==> src/rtl/pss_pkg.sv <==
// pss_pkg: shared constants and state type for the NR PSS generator.
package pss_pkg;
  localparam int NR_PSS_LEN = 127;
  localparam logic [6:0] PSS_LFSR_INIT = 7'b1110110;
  localparam int PSS_NID2_SHIFT = 43;
  typedef enum logic [1:0] {IDLE, SEEK, RUN} pss_gen_state_t;
endpackage

==> src/rtl/pss_lfsr.sv <==
// pss_lfsr: 7-bit Fibonacci LFSR, x(i+7) = x(i+TAP) xor x(i), output x(i).
// Ports: clk_i clock; reset_ni async active-low reset (loads INIT);
//        load_i reload INIT; adv_i advance one step; bit_o oldest bit x(i).
module pss_lfsr
  import pss_pkg::*;
#(
  parameter int TAP = 4,
  parameter logic [6:0] INIT = PSS_LFSR_INIT
) (
  input  logic clk_i,
  input  logic reset_ni,
  input  logic load_i,
  input  logic adv_i,
  output logic bit_o
);
  // sr_q[k] holds x(i+k), so bit 0 is the oldest bit
  logic [6:0] sr_q, sr_d;
  assign sr_d = load_i ? INIT : adv_i ? {sr_q[TAP] ^ sr_q[0], sr_q[6:1]} : sr_q;
  assign bit_o = sr_q[0];
  always_ff @(posedge clk_i or negedge reset_ni)
    if (!reset_ni) sr_q <= INIT;
    else sr_q <= sr_d;
endmodule

==> src/rtl/pss_generator.sv <==
// pss_generator: streams the 127-symbol NR PSS d_PSS(n) for a chosen N_ID_2.
// Ports: clk_i clock; reset_ni async active-low reset; start_i request;
//        n_id_2_i N_ID_2 (0..2); busy_o sequence in progress; err_o bad N_ID_2;
//        m_axis_out_* AXI-stream of {im, re} BPSK symbols, tuser = index n.
module pss_generator
  import pss_pkg::*;
#(
  parameter int OUT_DW = 32,
  parameter int AMPLITUDE = 32767
) (
  input  logic              clk_i,
  input  logic              reset_ni,
  input  logic              start_i,
  input  logic [1:0]        n_id_2_i,
  output logic              busy_o,
  output logic              err_o,
  output logic [OUT_DW-1:0] m_axis_out_tdata,
  output logic [6:0]        m_axis_out_tuser,
  output logic              m_axis_out_tlast,
  output logic              m_axis_out_tvalid,
  input  logic              m_axis_out_tready
);
  localparam int HW = OUT_DW / 2;
  localparam logic [HW-1:0] POS = HW'(AMPLITUDE);
  localparam logic [HW-1:0] NEG = HW'(-AMPLITUDE);
  pss_gen_state_t state_q, state_d;
  logic [6:0] n_q, n_d, cnt_q, cnt_d;
  logic err_q, err_d, load, adv, sym_bit, run, hs, last;
  assign run = state_q == RUN;
  assign last = n_q == 7'(NR_PSS_LEN - 1);
  assign hs = run && m_axis_out_tready;
  always_comb begin
    state_d = state_q;
    n_d = n_q;
    cnt_d = cnt_q;
    err_d = 1'b0;
    load = 1'b0;
    adv = 1'b0;
    unique case (state_q)
      IDLE: if (start_i) begin
        if (n_id_2_i == 2'd3) err_d = 1'b1;
        else begin
          load = 1'b1;
          n_d = '0;
          cnt_d = 7'(PSS_NID2_SHIFT * int'(n_id_2_i));
          state_d = n_id_2_i == 2'd0 ? RUN : SEEK;
        end
      end
      // fast-forward the LFSR so symbol n reads position n + 43*N_ID_2
      SEEK: begin
        adv = 1'b1;
        cnt_d = cnt_q - 7'd1;
        state_d = cnt_q == 7'd1 ? RUN : SEEK;
      end
      RUN: if (hs) begin
        adv = 1'b1;
        n_d = last ? 7'd0 : n_q + 7'd1;
        state_d = last ? IDLE : RUN;
      end
      default: state_d = IDLE;
    endcase
  end
  always_ff @(posedge clk_i or negedge reset_ni)
    if (!reset_ni) begin
      state_q <= IDLE;
      n_q <= '0;
      cnt_q <= '0;
      err_q <= 1'b0;
    end else begin
      state_q <= state_d;
      n_q <= n_d;
      cnt_q <= cnt_d;
      err_q <= err_d;
    end
  pss_lfsr u_lfsr (
    .clk_i   (clk_i),
    .reset_ni(reset_ni),
    .load_i  (load),
    .adv_i   (adv),
    .bit_o   (sym_bit)
  );
  // outputs decode registers only, so nothing combinational reaches them from tready
  assign busy_o = state_q != IDLE;
  assign err_o = err_q;
  assign m_axis_out_tvalid = run;
  assign m_axis_out_tlast = run && last;
  assign m_axis_out_tuser = n_q;
  assign m_axis_out_tdata = run ? {{HW{1'b0}}, sym_bit ? NEG : POS} : '0;
endmodule

==> config.mk <==
export PLATFORM = sky130hd
export DESIGN_NAME = pss_generator
export DESIGN_NICKNAME = d
export VERILOG_FILES = /design/src/rtl/pss_pkg.sv /design/src/rtl/pss_lfsr.sv /design/src/rtl/pss_generator.sv
export SDC_FILE = /design/constraint.sdc
export NUM_CORES = 1
export LEC_CHECK = 0
export CORE_UTILIZATION = 50
export CTS_BUF_LIST = sky130_fd_sc_hd__clkbuf_8
export DETAILED_ROUTE_END_ITERATION = 10
export GPL_TIMING_DRIVEN = 0
export PLACE_DENSITY = 0.85
export SYNTH_ARGS = -nofsm -noshare
export SYNTH_HDL_FRONTEND = slang
export SYNTH_SLANG_ARGS = --single-unit
==> constraint.sdc <==
create_clock -name clk_i -period 2.64 [get_ports clk_i]
set_input_delay 0.264 -clock clk_i [delete_from_list [all_inputs] [get_ports clk_i]]
set_output_delay 0.264 -clock clk_i [all_outputs]
set_load 0.05 [all_outputs]
==> results of run 1 <==
synthesized netlist by cell type, types with 2 or more instances:
library cell and instances:
and4_1 2, nor2_1 6, o31ai_1 2, nor3b_1 5, or3_1 2, nand3_1 3, a21oi_1 7, o22ai_1 4
inv_1 10, o21ai_1 4, nand2_1 17, or2_2 4, dfstp_2 5, nand2b_1 3, nor3_1 2, mux2i_1 7
nand3b_1 2, ha_1 12, a2bb2oi_1 3, o21ai_0 8, buf_4 30, dfrtp_1 19, nand4_1 2
worst min-delay path, stage by stage, from the launching register on:
cell and delay, ps:
dfstp_2 380, nand2_1 50, o211ai_1 80
area by class of cell:
cell class | count | area share (%)
multi-input combinational | 131 | 40.5
sequential | 24 | 27.6
timing repair buffer | 32 | 14.5
buffer | 31 | 10.4
clock buffer | 4 | 2.51
tap | 44 | 2.51
inverter | 11 | 1.88
metal layers:
layer / vias up / track usage [%]
met5: - / 0
met4: 0 / 6.98
met3: 4 / 3.20
met2: 37 / 31.6
met1: 632 / 24.3
li1: 693 / -
power breakdown:
part	leakage (nW)	internal, mW	total (mW)	switching [mW]
Combinational	0.730	0.708	1.91	1.20
Sequential	0.292	0.533	0.683	0.149
Clock	0.0288	0.133	0.244	0.111
Total	1.05	1.37	2.83	1.46
sequential cells by signal (all words and copies together) (netlist names):
| register | count |
|---|---|
| cnt_q | 7 |
| err_o | 1 |
| m_axis_out_tuser | 7 |
| state_q | 2 |
| u_lfsr.sr_q | 7 |
path summary, 6_finish.rpt:
path	slack, ps	depth (start not counted)	to	startpoint
setup / recovery	130	6	m_axis_out_tdata[14]	state_q[0]$_DFFE_PN0P_
hold / removal	500	2	u_lfsr.sr_q[6]$_DFFE_PN1P_	u_lfsr.sr_q[6]$_DFFE_PN1P_
setup reg to reg	630	6	state_q[1]$_DFFE_PN0P_	state_q[0]$_DFFE_PN0P_
hold reg to reg	500	2	u_lfsr.sr_q[6]$_DFFE_PN1P_	u_lfsr.sr_q[6]$_DFFE_PN1P_
max in group asynchronous	1420	1	m_axis_out_tuser[6]$_DFFE_PN0P_	reset_ni
min in group asynchronous	580	1	cnt_q[4]$_DFFE_PN0P_	reset_ni
cell families after synthesis:
group | Yosys count | synth area share, %
compound gates | 37 | 14.8
xor+xnor | 1 | 0.514
fa+ha+maj | 12 | 8.82
buf+inv | 42 | 15.9
flops | 24 | 35.6
mux | 9 | 5.66
other cells | 1 | 0.220
simple gates | 56 | 18.4
per-stage QoR:
stage                     setup TNS [ps]  area (sq um)  instances
after floorplan                        0          1760        197
after global placement                 0          2140        273
after detailed placement            -527          2140        273
after CTS                              0          2180        277
after global routing                   0          2200        277
final                                  0          2200        277
repair_timing:
item,CTS,global route
endpoints found under the hold margin,0,0
setup buffers,0,0
endpoints found under the setup margin,14,13
gates resized for setup,15,13
==> flow_summary_export.csv, run 1 <==
group,metric,value,unit
status,outcome,"finished clean",
detailed_routing,met2_length,1.44,mm
pwr,p_leak,1.05,nW
clock_tree,clock_sinks,24,
place,place.gp.congestion,0.795,
detailed_routing,drt_wl_total,3.08,mm
detailed_routing,wl_per_cell,11.1,um
place,portBuffers,32,
final_layout,finish.utilization,69.6,%
logic_synthesis,yosysSeqAreaShare,35.6,%
die,io-pin-count,49,
timing,max_freq,0.398,GHz
detailed_routing,m1WireLength,1.45,mm
clock_tree,clock_path_buffers,2,
detailed_routing,drc_errors,0,
setup_path,slowest_delay,490,ps
pwr,powerDensity,1290,nW/um^2
setup_path,crit_path_start_kind,"flip-flop",
die,die_x,60.4,um
logic_synthesis,ys_ff_latch,24,
setup_path,worst_setup_path_end_kind,"output pin",
detailed_routing,route.met3.wl,144,um
logic_synthesis,synth_edf_count,0,
die,fp-row-count,20,
global_routing,grtUsageTotal,18.8,%
logic_synthesis,synthDistinctLibCells,46,
clock_tree,clk_latency,260,ps
logic_synthesis,synth-main-ff-cell,"dfrtp_1",
logic_synthesis,syn_inst,182,
global_routing,grt_pass1_vias,1192,
setup_path,slowest_stage,"clkdlybuf4s15_1",
timing,tightest_slew,1070,ps
detailed_routing,ant_nets,0,
place,dp_slack,-50.0,ps
global_routing,grt_antenna_before_repair,0,
final_layout,mostFrequentLayoutCell,"buf_4",
logic_synthesis,synth_area_leader_cell,"dfrtp_1",
detailed_routing,via_per_inst,4.93,
timing,fin_crit_sh,95.2,%
logic_synthesis,synthArstFlopShare,100,%
die,die_area,3640,sq um
final_layout,num-fill-cells,260,
die,initial_core_util,54.0,%
timing,setup_violations,0,
timing,maxSlewViolCount,0,
setup_path,cp_common_cell,"inv_1",
timing,hold_viol,0,
pwr,power,2.83,mW
setup_path,critPathKind,"flip-flop to output pin",
global_routing,grt_pass1_wl,5.18,mm
timing,rsz0062_at_grt,"no",
clock_tree,cts_hold_buffers,0,
detailed_routing,drtPass1Iterations,4,
timing,skew,0.934,ps
pwr,ir_worst_vdd,0.000531,V
detailed_routing,dr.max_layer_used,"met4",
die,die_h,60.4,um
logic_synthesis,synthTopCellsByArea,"dfrtp_1 (28%), buf_4 (13%), ha_1 (8.8%), dfstp_2 (7.7%), mux2i_1 (4.1%)",
final_layout,area_growth,28.9,%
final_layout,layout-drive-gt1-share,22.3,%
clock_tree,clk_pin_slew,80,ps
detailed_routing,vias,1366,
job,drv_cap,0,
setup_path,cp_max_fo,14,
min_path,hold_class,"flip-flop to flip-flop",
setup_path,path_buf_inv,4,
clock_tree,cts_tree,"yes",
logic_synthesis,syn-cell-area,1700,sq um
clock_tree,root_buffer,"clkbuf_8",
setup_path,cp.required,2380,ps
global_routing,overflow,0,
global_routing,grt_max_degree,25,
timing,fin_crit,2510,ps
logic_synthesis,yosysWarnings,0,
detailed_routing,drt_iter0_markers,58,
final_layout,multi_input_area,890,sq um
clock_tree,cts-htree-levels,1,
setup_path,worstPathCellList,"inv_1 -> ha_1 -> inv_1 -> nor2_4 -> buf_4 -> clkdlybuf4s15_1",
final_layout,n_antenna_cell,0,
logic_synthesis,avgSynthCellArea,9.36,sq um
final_layout,most-common-layout-cells,"buf_4 (30), dfrtp_1 (19), clkdlybuf4s50_1 (18)",
setup_path,cp_top_family,"buffers and inverters",
logic_synthesis,synth_top_area_share,27.9,%
timing,postLayoutSetupSlackWorst,126,ps
final_layout,register_area,607,sq um
setup_path,arrival,2250,ps
timing,whs,502,ps
die,core,3150,sq um
clock_tree,cts-buffers-inserted,3,
place,dp_hpwl,2.38,mm
timing,max-slew-margin-rel,28.3,%
final_layout,fin_nets,252,
No activity file was read; power rests on OpenSTA's default activity.
==> run 2, diff against run 1 <==
--- a/config.mk
+++ b/config.mk
@@ -5,6 +5,7 @@
 export SDC_FILE = /design/constraint.sdc
 export NUM_CORES = 1
 export LEC_CHECK = 0
+export CORE_ASPECT_RATIO = 0.7
 export CORE_UTILIZATION = 50
 export CTS_BUF_LIST = sky130_fd_sc_hd__clkbuf_8
 export DETAILED_ROUTE_END_ITERATION = 10
==> flow_summary_export.csv, run 2 (synthesized netlist as in run 1, its figures left out) <==
group,metric,value,unit
global_routing,grtUsageTotal,19.9,%
setup_path,cp.required,2380,ps
setup_path,slowest_delay,570,ps
pwr,p_leak,1.06,nW
die,fp-row-count,17,
place,portBuffers,32,
timing,maxSlewViolCount,0,
clock_tree,cts-htree-levels,1,
global_routing,overflow,0,
final_layout,fin_nets,252,
place,dp_hpwl,2.54,mm
pwr,combPwrFrac,65.0,%
timing,postLayoutSetupSlackWorst,187,ps
timing,skew,6.52,ps
detailed_routing,wl_per_cell,12.5,um
pwr,cellInternalPower,1.40,mW
final_layout,finish.utilization,67.1,%
pwr,ir_worst_vdd,0.000650,V
setup_path,critPathKind,"flip-flop to output pin",
clock_tree,cts_tree,"yes",
status,outcome,"finished clean",
final_layout,n_antenna_cell,0,
global_routing,grt_max_degree,25,
final_layout,area_growth,25.6,%
clock_tree,clk_pin_slew,80,ps
clock_tree,clk_latency,270,ps
pwr,powerDensity,1350,nW/um^2
pwr,seq_power_share,23.8,%
setup_path,slowest_stage,"dlygate4sd2_1",
timing,rsz0062_at_grt,"no",
detailed_routing,via_per_inst,5.18,
timing,fin_crit,2450,ps
final_layout,most-common-layout-cells,"buf_4 (30), dfrtp_1 (19), clkdlybuf4s50_1 (18)",
pwr,switchingPower,1.50,mW
job,drv_cap,0,
clock_tree,cts-buffers-inserted,3,
timing,setup_violations,0,
clock_tree,cts_hold_buffers,0,
place,place.gp.congestion,0.823,
die,core,3190,sq um
clock_tree,clock_path_buffers,2,
timing,max-slew-margin-rel,29.5,%
die,die_h,50.8,um
detailed_routing,ant_nets,0,
setup_path,arrival,2190,ps
setup_path,cp_max_fo,14,
clock_tree,clock_sinks,24,
clock_tree,root_buffer,"clkbuf_8",
timing,hold_viol,0,
die,initial_core_util,53.4,%
pwr,p_clk_share,11.2,%
setup_path,regToRegSetupSlack,520,ps
global_routing,grt_antenna_before_repair,0,
global_routing,grt_pass1_vias,1244,
timing,tns,0,ps
setup_path,worst_setup_path_end_kind,"output pin",
die,io-pin-count,49,
setup_path,cp_common_cell,"inv_1",
detailed_routing,drt_wl_total,3.38,mm
timing,fin_crit_sh,92.9,%
detailed_routing,drt_iter0_markers,130,
global_routing,grt_pass1_wl,5.62,mm
setup_path,crit_path_start_kind,"flip-flop",
place,dp_slack,-25.2,ps
timing,tightest_slew,1050,ps
detailed_routing,drtPass1Iterations,4,
final_layout,mostFrequentLayoutCell,"buf_4",
detailed_routing,drc_errors,0,
die,die_x,71.8,um
detailed_routing,vias,1403,
min_path,hold_class,"flip-flop to flip-flop",
pwr,switching_share,51.7,%
final_layout,layout-drive-gt1-share,27.9,%
timing,max_freq,0.408,GHz
die,die_area,3650,sq um
setup_path,worstPathCellList,"inv_1 -> ha_1 -> inv_1 -> nor2_4 -> dlygate4sd2_1",
[run 2: metal layers]
metal / wire [um] / vias up / part of all wire (%) / global-route usage [%]
li1: - / 693 / - / -
met1: 1530 / 632 / 45 / 26.9
met2: 1500 / 68 / 44 / 32.2
met3: 290 / 10 / 8.6 / 4.54
met4: 54 / 0 / 1.6 / 5.88
met5: 0 / - / 0 / 0
[run 2: final timing paths]
kind | startpoint | end | cells after the start
hold / removal | u_lfsr.sr_q[6]$_DFFE_PN1P_ | u_lfsr.sr_q[6]$_DFFE_PN1P_ | 2
setup / recovery | state_q[0]$_DFFE_PN0P_ | m_axis_out_tdata[1] | 5
setup reg to reg | state_q[0]$_DFFE_PN0P_ | state_q[1]$_DFFE_PN0P_ | 6
min in group asynchronous | reset_ni | m_axis_out_tuser[4]$_DFFE_PN0P_ | 1
hold reg to reg | u_lfsr.sr_q[6]$_DFFE_PN1P_ | u_lfsr.sr_q[6]$_DFFE_PN1P_ | 2
max in group asynchronous | reset_ni | state_q[0]$_DFFE_PN0P_ | 1
[run 2: final cells by class]
cell class | count | area (sq um)
Buffer | 31 | 229
Clock buffer | 3 | 41.3
Clock inverter | 1 | 30.0
Fill cell | 262 | 1050
Inverter | 11 | 41.3
Multi-Input combinational cell | 131 | 890
Sequential cell | 24 | 607
Tap cell | 38 | 47.5
Timing Repair Buffer | 32 | 254
[run 2: power groups by stage]
stage	clock, mW	sequential [mW]	combinational (mW)
global placement	0	0.683	1.93
finish	0.324	0.690	1.88
global route	0.342	0.721	2.01
floorplan	0	0.751	1.40
CTS	0.324	0.689	1.90
detailed placement	0	0.693	1.96
[run 2: critical path: cells and delay by family (launching register included)]
kind	cells	cell delay, ps
adders and majority gates	1	360
buffers and inverters	3	860
DFF	1	430
and+or+nand+nor	1	290
[run 2: through the flow]
step	std cells	cell area [sq um]	hold WS (ps)	power, mW
3_5_place_dp	267	2130	503	2.66
4_1_cts	271	2190	518	2.92
5_1_grt	271	2140	555	3.08
3_3_place_gp	267	2130	487	2.61
6_report	271	2140	509	2.89
2_1_floorplan	197	1760	-31.6	2.15
[run 2: what timing repair did]
action	CTS	global route
resized for setup	15	26
setup endpoints to repair	14	13
buffers inserted	0	0
==> run 3, diff against run 2 <==
==> constraint.sdc (replaced) <==
create_clock -name clk_i -period 2.9 [get_ports clk_i]
set_input_delay 0.29 -clock clk_i [delete_from_list [all_inputs] [get_ports clk_i]]
set_output_delay 0.29 -clock clk_i [all_outputs]
set_load 0.05 [all_outputs]
==> flow_summary_export.csv, run 3 (synthesized netlist as in run 1, its figures left out) <==
group,metric,value,unit
status,outcome,"finished clean",
pwr,powerDensity,1210,nW/um^2
die,die_h,50.8,um
global_routing,gr-max-usage-layer,"met2",
clock_tree,clk_pin_slew,80,ps
pwr,ir_worst_vdd,0.000588,V
final_layout,mostFrequentLayoutCell,"buf_4",
pwr,power,2.71,mW
min_path,whs_path_depth,2,
final_layout,fin_nets,252,
global_routing,grtUsageTotal,19.9,%
timing,fin_crit,2770,ps
clock_tree,cts-htree-levels,1,
clock_tree,cts_setup_buffers,0,
global_routing,grt_pass1_wl,5.62,mm
setup_path,cp.required,2610,ps
detailed_routing,ant_nets,0,
global_routing,grt_util_met1,26.9,%
final_layout,most-common-layout-cells,"buf_4 (30), dfrtp_1 (19), clkdlybuf4s50_1 (19)",
clock_tree,clock_sinks,24,
detailed_routing,vias,1396,
clock_tree,cts_tree,"yes",
final_layout,n_antenna_cell,0,
setup_path,arrival,2480,ps
clock_tree,clk_latency,270,ps
timing,max-slew-margin-rel,28.5,%
place,place.gp.congestion,0.823,
min_path,whs_endpoint,"u_lfsr.sr_q[6]$_DFFE_PN1P_",
detailed_routing,drtPass1Iterations,4,
setup_path,critPathKind,"flip-flop to output pin",
min_path,hold_class,"flip-flop to flip-flop",
setup_path,rr_startpoint,"state_q[0]$_DFFE_PN0P_",
setup_path,cp_max_fo,14,
place,place_inst,267,
setup_path,crit_path_start_kind,"flip-flop",
final_layout,layout-drive-gt1-share,22.3,%
die,core,3190,sq um
clock_tree,cts-buffers-inserted,3,
global_routing,use_met3,4.54,%
die,io-pin-count,49,
min_path,hold_path.startpoint,"u_lfsr.sr_q[6]$_DFFE_PN1P_",
global_routing,grt_pass1_vias,1244,
place,dp_hpwl,2.54,mm
timing,tns,0,ps
timing,setup_violations,0,
detailed_routing,drt_iter0_markers,139,
detailed_routing,via_per_inst,5.15,
clock_tree,cts_hold_buffers,0,
timing,skew,5.22,ps
global_routing,overflow,0,
setup_path,regToRegSetupSlack,790,ps
job,drv_cap,0,
detailed_routing,wl_per_cell,12.6,um
place,portBuffers,32,
timing,fin_crit_sh,95.4,%
detailed_routing,drt_wl_total,3.42,mm
place,dp_slack,209,ps
setup_path,r2r_cells,6,
timing,maxSlewViolCount,0,
die,initial_core_util,53.4,%
timing,max_freq,0.362,GHz
timing,tightest_slew,1070,ps
timing,hold_viol,0,
final_layout,fin_cells,271,
final_layout,area_growth,31.4,%
global_routing,gr-usage-met2,32.2,%
global_routing,grt_antenna_before_repair,0,
die,die_x,71.8,um
timing,postLayoutSetupSlackWorst,134,ps
setup_path,r2r_end,"state_q[1]$_DFFE_PN0P_",
setup_path,worst_setup_path_end_kind,"output pin",
pwr,p_leak,1.24,nW
clock_tree,clock_path_buffers,2,
die,die_area,3650,sq um
die,fp-row-count,17,
timing,rsz0062_at_grt,"no",
detailed_routing,drc_errors,0,
global_routing,grt_max_degree,25,
clock_tree,root_buffer,"clkbuf_8",
==> run 3: cell types whose count changed in the layout (fill, tap and decap cells not counted), sizes merged <==
cell,change
dlymetal6s2s,+13
clkbuf,-13
dlygate4sd2,-1
clkdlybuf4s50,+1
==> run 3: layer usage <==
layer	vias up	part of all wire (%)
met4	0	1.3
li1	695	-
met2	60	45
met5	-	0
met3	6	6.9
met1	635	47
==> run 3: worst max-delay path by stage <==
stage,start,to,slack (ps),cells after the start
2_1_floorplan,state_q[0]$_DFFE_PN0P_,m_axis_out_tdata[10],310,5
3_3_place_gp,state_q[0]$_DFFE_PN0P_,m_axis_out_tdata[4],290,6
3_5_place_dp,state_q[0]$_DFFE_PN0P_,m_axis_out_tdata[4],210,6
4_1_cts,state_q[0]$_DFFE_PN0P_,m_axis_out_tdata[4],20,6
5_1_grt,state_q[0]$_DFFE_PN0P_,m_axis_out_tdata[1],1,5
6_report,state_q[0]$_DFFE_PN0P_,m_axis_out_tdata[1],130,5
==> run 3: final cells by class <==
cell class                      instances  area (sq um)
Fill cell                             243           952
Clock inverter                          1          30.0
Tap cell                               38          47.5
Sequential cell                        24           607
Timing Repair Buffer                   32           353
Multi-Input combinational cell        131           890
Buffer                                 31           229
Clock buffer                            3          41.3
Inverter                               11          41.3
==> run 3: critical path, stage by stage (launching register included) <==
cell,delay (ps)
dfrtp_1,430
inv_1,100
ha_1,360
inv_1,180
nor2_4,290
clkdlybuf4s50_1,860
==> run 3: per-stage QoR <==
stage | util [%] | hold WS (ps) | area, sq um
finish | 70.2 | 509 | 2240
global route | 70.2 | 555 | 2240
CTS | 69.1 | 518 | 2210
detailed placement | 66.7 | 503 | 2130
global placement | 66.7 | 487 | 2130
floorplan | - | -5.59 | 1760
==> run 3: what timing repair did <==
action / CTS / global route
pin swaps: 0 / 0
gates resized for setup: 1 / 13
gates cloned: 0 / 0
endpoints found under the hold margin: 0 / 0
endpoints found under the setup margin: 14 / 13
==> run 3: power by group <==
| part | switching (mW) | total, mW | leakage, nW | internal [mW] |
|---|---|---|---|---|
| clock network | 0.109 | 0.294 | 0.0357 | 0.185 |
| registers | 0.144 | 0.629 | 0.292 | 0.485 |
| logic | 1.11 | 1.79 | 0.911 | 0.685 |
| total | 1.36 | 2.71 | 1.24 | 1.35 |
